[src/rtl/register_file_stream_reader_if.sv]
// Valid/ready stream carrying register-file words out of the reader.
// The master drives the data side and the slave drives the ready.
interface register_file_stream_reader_if #(
  parameter int DATA_WIDTH = 32
);
  logic                  m_valid;
  logic                  m_ready;
  logic [DATA_WIDTH-1:0] m_data;
  logic                  m_last;

  modport master (output m_valid, output m_data, output m_last, input m_ready);
  modport slave  (input m_valid, input m_data, input m_last, output m_ready);
endinterface

[src/rtl/register_file_stream_reader.sv]
// Read-side streamer for the scoring register file: walks a wrapping address range
// and re-emits the one-cycle-latency read data as a backpressured stream.
module register_file_stream_reader #(
  parameter int DATA_WIDTH = 32,
  parameter int DEPTH      = 128,
  parameter int LEN_W      = 8
) (
  input  logic                  clk,
  input  logic                  rst,
  input  logic                  start,
  input  logic [31:0]           base_addr,
  input  logic [LEN_W-1:0]      length,
  output logic [31:0]           r_addr,
  input  logic [DATA_WIDTH-1:0] r_data,
  register_file_stream_reader_if.master strm,
  output logic                  busy,
  output logic                  done
);
  localparam int AW     = $clog2(DEPTH);
  localparam int CNT_W  = $clog2(DEPTH + 1);
  localparam int CW     = (CNT_W > LEN_W) ? CNT_W : LEN_W;

  typedef enum logic [1:0] {IDLE, ISSUE, DRAIN} state_t;
  state_t state, state_next;

  logic [AW-1:0]         base, last_addr, issue_addr;
  logic [CW-1:0]         len, issued, length_ext, len_clamped;
  logic                  inflight, inflight_last;
  logic [DATA_WIDTH-1:0] fifo_data [2];
  logic                  fifo_last [2];
  logic                  rd_ptr, wr_ptr;
  logic [1:0]            count;
  logic [2:0]            credit;
  logic                  accept, issue, push, pop, head_last, final_issue, done_next;
  logic                  unused_addr_bits;

  assign unused_addr_bits = ^base_addr[31:AW];

  assign length_ext  = CW'(length);
  assign len_clamped = (length_ext > CW'(DEPTH)) ? CW'(DEPTH) : length_ext;
  assign accept      = (state == IDLE) && start;

  // Issue stage: a word popped this cycle frees its slot, keeping 1 word/cycle under full flow
  assign pop         = strm.m_valid && strm.m_ready;
  assign credit      = {1'b0, count} + {2'b00, inflight};
  assign issue       = (state == ISSUE) && (issued < len) && (credit < (3'd2 + {2'b00, pop}));
  assign issue_addr  = base + issued[AW-1:0];
  assign final_issue = issue && ((issued + CW'(1)) == len);
  assign r_addr      = 32'(issue ? issue_addr : last_addr);

  // Output stage: head of the 2-entry buffer, forced to zero while empty
  assign push         = inflight;
  assign head_last    = fifo_last[rd_ptr];
  assign strm.m_valid = (count != 2'd0);
  assign strm.m_data  = strm.m_valid ? fifo_data[rd_ptr] : '0;
  assign strm.m_last  = strm.m_valid && head_last;
  assign busy         = (state != IDLE);

  always_ff @(posedge clk or posedge rst) begin
    if (rst) state <= IDLE;
    else     state <= state_next;
  end

  always_comb begin
    state_next = state;
    done_next  = 1'b0;
    case (state)
      IDLE: begin
        if (start) begin
          if (len_clamped == '0) done_next  = 1'b1;
          else                   state_next = ISSUE;
        end
      end
      ISSUE: begin
        if (final_issue) state_next = DRAIN;
      end
      DRAIN: begin
        if (pop && head_last) begin
          done_next  = 1'b1;
          state_next = IDLE;
        end
      end
      default: state_next = IDLE;
    endcase
  end

  always_ff @(posedge clk or posedge rst) begin
    if (rst) begin
      base          <= '0;
      len           <= '0;
      issued        <= '0;
      last_addr     <= '0;
      inflight      <= 1'b0;
      inflight_last <= 1'b0;
      rd_ptr        <= 1'b0;
      wr_ptr        <= 1'b0;
      count         <= 2'd0;
      done          <= 1'b0;
    end else begin
      if (accept) begin
        base   <= base_addr[AW-1:0];
        len    <= len_clamped;
        issued <= '0;
      end else if (issue) begin
        issued <= issued + CW'(1);
      end
      if (issue) last_addr <= issue_addr;
      inflight      <= issue;
      inflight_last <= final_issue;
      if (push) wr_ptr <= ~wr_ptr;
      if (pop)  rd_ptr <= ~rd_ptr;
      case ({push, pop})
        2'b10:   count <= count + 2'd1;
        2'b01:   count <= count - 2'd1;
        default: count <= count;
      endcase
      done <= done_next;
    end
  end

  // Capture stage: read data lands in the buffer one cycle after its address was issued
  always_ff @(posedge clk) begin
    if (push) begin
      fifo_data[wr_ptr] <= r_data;
      fifo_last[wr_ptr] <= inflight_last;
    end
  end
endmodule

[src/flat_wrapper.sv]
// flat-port wrapper written by rule: the top's interface ports become plain ports
module register_file_stream_reader_flat 
#(
  parameter int DATA_WIDTH = 32,
  parameter int DEPTH      = 128,
  parameter int LEN_W      = 8
)
  (clk, rst, start, base_addr, length, r_addr, r_data, busy, done, strm_m_valid, strm_m_data, strm_m_last, strm_m_ready);
  register_file_stream_reader_if #(.DATA_WIDTH(DATA_WIDTH)) strm_i ();
  input  logic clk;
  input  logic rst;
  input  logic start;
  input  logic [31:0] base_addr;
  input  logic [LEN_W-1:0] length;
  output logic [31:0] r_addr;
  input  logic [DATA_WIDTH-1:0] r_data;
  output logic busy;
  output logic done;
  output wire logic [$bits(strm_i.m_valid)-1:0] strm_m_valid;
  output wire logic [$bits(strm_i.m_data)-1:0] strm_m_data;
  output wire logic [$bits(strm_i.m_last)-1:0] strm_m_last;
  input wire logic [$bits(strm_i.m_ready)-1:0] strm_m_ready;
  assign strm_m_valid = strm_i.m_valid;
  assign strm_m_data = strm_i.m_data;
  assign strm_m_last = strm_i.m_last;
  assign strm_i.m_ready = strm_m_ready;
  register_file_stream_reader #(.DATA_WIDTH(DATA_WIDTH), .DEPTH(DEPTH), .LEN_W(LEN_W)) u_core (.clk(clk), .rst(rst), .start(start), .base_addr(base_addr), .length(length), .r_addr(r_addr), .r_data(r_data), .strm(strm_i), .busy(busy), .done(done));
endmodule
[config.mk]
export PLATFORM = sky130hd
export DESIGN_NAME = register_file_stream_reader_flat
export DESIGN_NICKNAME = d
export VERILOG_FILES = /design/src/rtl/register_file_stream_reader_if.sv /design/src/rtl/register_file_stream_reader.sv /design/src/flat_wrapper.sv
export SDC_FILE = /design/constraint.sdc
export NUM_CORES = 1
export LEC_CHECK = 0
export CAP_MARGIN = 25
export CELL_PAD_IN_SITES_DETAIL_PLACEMENT = 1
export CELL_PAD_IN_SITES_GLOBAL_PLACEMENT = 1
export CORE_ASPECT_RATIO = 1.4
export CORE_UTILIZATION = 38
export DETAILED_ROUTE_END_ITERATION = 10
export GPL_ROUTABILITY_DRIVEN = 0
export PLACE_DENSITY = 0.78
export SLEW_MARGIN = 15
export SYNTH_ARGS = -nofsm -noshare
export SYNTH_HDL_FRONTEND = slang
export SYNTH_SLANG_ARGS = --single-unit
[constraint.sdc]
create_clock -name clk -period 3.5 [get_ports clk]
set_clock_uncertainty 0.05 [all_clocks]
set_input_delay 0.7 -clock clk [delete_from_list [all_inputs] [get_ports clk]]
set_output_delay 0.7 -clock clk [all_outputs]
set_load 0.03 [all_outputs]
==> results.sh <==
export IMPL_timing_hold_violations_final=0
export IMPL_max_slew_margin_pct=59.58
export IMPL_cts_path_max_buffers=2
export IMPL_track_usage_pct=17.48
export IMPL_max_freq_mhz=300.9
export IMPL_synth_largest_area_cell="sky130_fd_sc_hd__edfxtp_1"
export IMPL_route_detailed_wl_per_inst_um=16.39
export IMPL_run_status="completed"
export IMPL_p_sw_mw=3.094
export IMPL_yosys_warnings=0
export IMPL_sequentialPowerShare_pct=28.5
export IMPL_grt_max_degree=35
export IMPL_initial_core_util_pct=39.27
export IMPL_dieArea_um2=13900
export IMPL_detail_route_antenna_nets=0
export IMPL_timing_critical_path_required_ps=2750
export IMPL_synth_top_cell_area_share_pct=38.83
export IMPL_power_density_nw_per_um2=1083
export IMPL_drt_iter0_drc=60
export IMPL_fillCellCount=1377
export IMPL_drt_total_wl_um=11620
export IMPL_grt_setup_unrepaired="no"
export IMPL_fin_crit_sh_pct=94.96
export IMPL_finalPower_mw=7.169
export IMPL_clock_insertion_delay_worst_skew_ps=340
export IMPL_antenna_cells_inserted=0
export IMPL_combinational_power_share_pct=56.4
export IMPL_cts_hold_buffers=0
export IMPL_drt_first_pass_iters=4
export IMPL_worst_endpoint_arrival_ps=2570
export IMPL_synth_async_reset_ratio_pct=37.14
export IMPL_p_leak_nw=2.701
export IMPL_synth_edf_count=66
export IMPL_worstHoldPathType="register to register"
export IMPL_floorplan_core_area_um2=13000
export IMPL_antenna_found_initial=0
export IMPL_synth_lib_cells_used_distinct=56
export IMPL_utilization_pct=50.93
export IMPL_clkSlewWorstSetupHoldPaths_ps=70
export IMPL_die_width_um=99.95
export IMPL_layout_cells_most_common="sky130_fd_sc_hd__clkdlybuf4s50_1"
export IMPL_drv_slew=0
export IMPL_clock_tree_htree_level_count=3
export IMPL_pwr_share_clk_pct=15.1
export IMPL_sw_frac_of_total_pct=43.15
export IMPL_grt_overflow_total=0
export IMPL_p_int_mw=4.075
export IMPL_syn_cell_area_um2=5104
export IMPL_detailedPlacementHpwl_um=8663
export IMPL_critical_path_endpoint_type="output pin"
export IMPL_finalSetupTns_ps=0
export IMPL_cts_num_sinks=105
export IMPL_boundaryPins=144
export IMPL_ir_drop_mv=0.7048
export IMPL_vias_per_cell=4.955
export IMPL_via_count_of_the_first_global_routing_pass=3790
export IMPL_post_route_drc_count=0
export IMPL_cts_buffers_inserted=9
export IMPL_most_common_layout_cells="sky130_fd_sc_hd__clkdlybuf4s50_1, sky130_fd_sc_hd__edfxtp_1, sky130_fd_sc_hd__nor2_1, sky130_fd_sc_hd__dfrtp_1, sky130_fd_sc_hd__mux2i_1"
export IMPL_synth_seq_cells=105
export IMPL_seq_area_frac_synth_pct=57.96
export IMPL_max_slew_worst_pin_slew_ps=600.0
export IMPL_final_period_minus_worst_setup_slack_ps=3324
export IMPL_max_cap_viol_count=0
export IMPL_port_buffers=93
export IMPL_global_route_wire_length_before_repair_um=18710
export IMPL_setup_viol=0
export IMPL_die_h_um=139.1
export IMPL_yosys_top_cells_area="sky130_fd_sc_hd__edfxtp_1, sky130_fd_sc_hd__dfrtp_1, sky130_fd_sc_hd__mux2i_1"
export IMPL_syn_area_per_cell_um2=12.15
export IMPL_cts_tree="yes"
export IMPL_net_count_of_the_finished_layout=621
export IMPL_detailroute_via_count=3513
export IMPL_layout_area_overhead_vs_synth_pct=29.71
export IMPL_critPathMaxFanout=8
export IMPL_root_buffer="sky130_fd_sc_hd__clkbuf_16"
export IMPL_final_layout_size_suffix_gt1_share_pct=11.86
export IMPL_row_count=49
export IMPL_crit_path_class="register to output pin"
export IMPL_synthFlopType="sky130_fd_sc_hd__edfxtp_1"
export IMPL_post_synth_inst_count=420
export IMPL_critical_path_start_type="register"
## repair_timing
action / CTS / global route
gates resized for setup: 1 / 3
endpoints found under the setup margin: 3 / 3
buffers inserted: 0 / 0
## logic make-up after synthesis
kind of cell    share of synthesized area (%)
simple gates                            11.42
other cells                           0.07348
buf+inv                                 6.595
mux                                     9.316
xor+xnor                                2.231
fa+ha+maj                               5.001
compound gates                          7.404
flops                                   57.96
## power groups by stage
stage          Combinational (mW)  Sequential [mW]  Clock [mW]
6_report                     4.04             2.04        1.08
5_1_grt                      4.36             2.09        1.15
4_1_cts                      4.03             2.05        1.11
3_5_place_dp                 4.01             2.08           0
3_3_place_gp                 3.87             2.05           0
2_1_floorplan                2.60             1.98           0
## metal layers
metal  global-route usage (%)  part of all wire [%]  vias up
li1                         -                     -     1664
met1                    18.00                    38     1730
met2                    33.03                    55       94
met3                    3.528                   4.7       25
met4                    8.204                   2.9        0
met5                        0                     0        -
## through the flow
stage          setup WS (ps)  instances  cell area (µm²)  hold slack [ps]
2_1_floorplan          396.5        444             5194            370.4
3_3_place_gp           197.2        691             6221            375.7
3_5_place_dp           120.0        691             6221            390.4
4_1_cts                96.80        707             6555            404.9
5_1_grt                54.47        709             6620            405.6
6_report               176.4        709             6620            402.8
## registers in the layout, indices dropped and copies added (netlist names)
signal / cells
u_core.fifo_data: 64
u_core.issued: 8
u_core.len: 8
u_core.base: 7
u_core.last_addr: 7
u_core.count: 2
u_core.fifo_last: 2
u_core.state: 2
u_core.done: 1
u_core.inflight: 1
u_core.inflight_last: 1
u_core.rd_ptr: 1
u_core.wr_ptr: 1
## Yosys cell counts (2+ instances only)
cell type,instances
sky130_fd_sc_hd__edfxtp_1,66
sky130_fd_sc_hd__nor2_1,47
sky130_fd_sc_hd__dfrtp_1,39
sky130_fd_sc_hd__mux2i_1,34
sky130_fd_sc_hd__o21ai_0,29
sky130_fd_sc_hd__buf_4,27
sky130_fd_sc_hd__inv_1,22
sky130_fd_sc_hd__nand2_1,20
sky130_fd_sc_hd__ha_1,18
sky130_fd_sc_hd__mux2_2,9
sky130_fd_sc_hd__nand2b_1,9
sky130_fd_sc_hd__nand3_1,9
sky130_fd_sc_hd__xnor2_1,8
sky130_fd_sc_hd__clkbuf_1,6
sky130_fd_sc_hd__nor3_1,6
sky130_fd_sc_hd__xor2_1,5
sky130_fd_sc_hd__a21oi_1,4
sky130_fd_sc_hd__and2_1,4
sky130_fd_sc_hd__and3_1,4
sky130_fd_sc_hd__buf_2,4
sky130_fd_sc_hd__a211o_1,3
sky130_fd_sc_hd__mux2_1,3
sky130_fd_sc_hd__nor2b_1,3
sky130_fd_sc_hd__a211oi_1,2
sky130_fd_sc_hd__nor3b_1,2
sky130_fd_sc_hd__nor4_1,2
sky130_fd_sc_hd__o2111a_1,2
sky130_fd_sc_hd__o2111ai_1,2
sky130_fd_sc_hd__o211ai_1,2
sky130_fd_sc_hd__o21a_1,2
sky130_fd_sc_hd__o31ai_1,2
## critical path, stage by stage (launching register included)
cell	delay (ps)
sky130_fd_sc_hd__dfrtp_1	580
sky130_fd_sc_hd__inv_1	130
sky130_fd_sc_hd__fa_1	480
sky130_fd_sc_hd__nor2b_1	130
sky130_fd_sc_hd__o21a_1	160
sky130_fd_sc_hd__o21ai_0	110
sky130_fd_sc_hd__nor2b_1	150
sky130_fd_sc_hd__mux2_1	310
sky130_fd_sc_hd__buf_4	170
## path summary, 6_finish.rpt
path                                       from                   end  slack (ps)  cells past startpoint
hold / removal             u_core.inflight_last   u_core.fifo_last[0]         400                      0
setup / recovery               u_core.issued[1]             r_addr[4]         180                      8
setup reg to reg                  u_core.len[5]      u_core.issued[6]        1140                      6
max in group asynchronous                   rst  u_core.inflight_last        2230                      4
hold reg to reg            u_core.inflight_last   u_core.fifo_last[0]         400                      0
min in group asynchronous                   rst   u_core.last_addr[6]         560                      2
## final cells by class
cell class,count,area (µm²),share of cell area (%)
flip-flops and latches,105,2959,44.70
inverters,23,86.33,1.304
repair buffers,109,1099,16.59
clock inverters,7,102.6,1.550
well taps,178,222.7,3.364
multi-input cells,278,1926,29.09
clock buffers,9,225.2,3.402
Power figures use the tool's default switching activity.
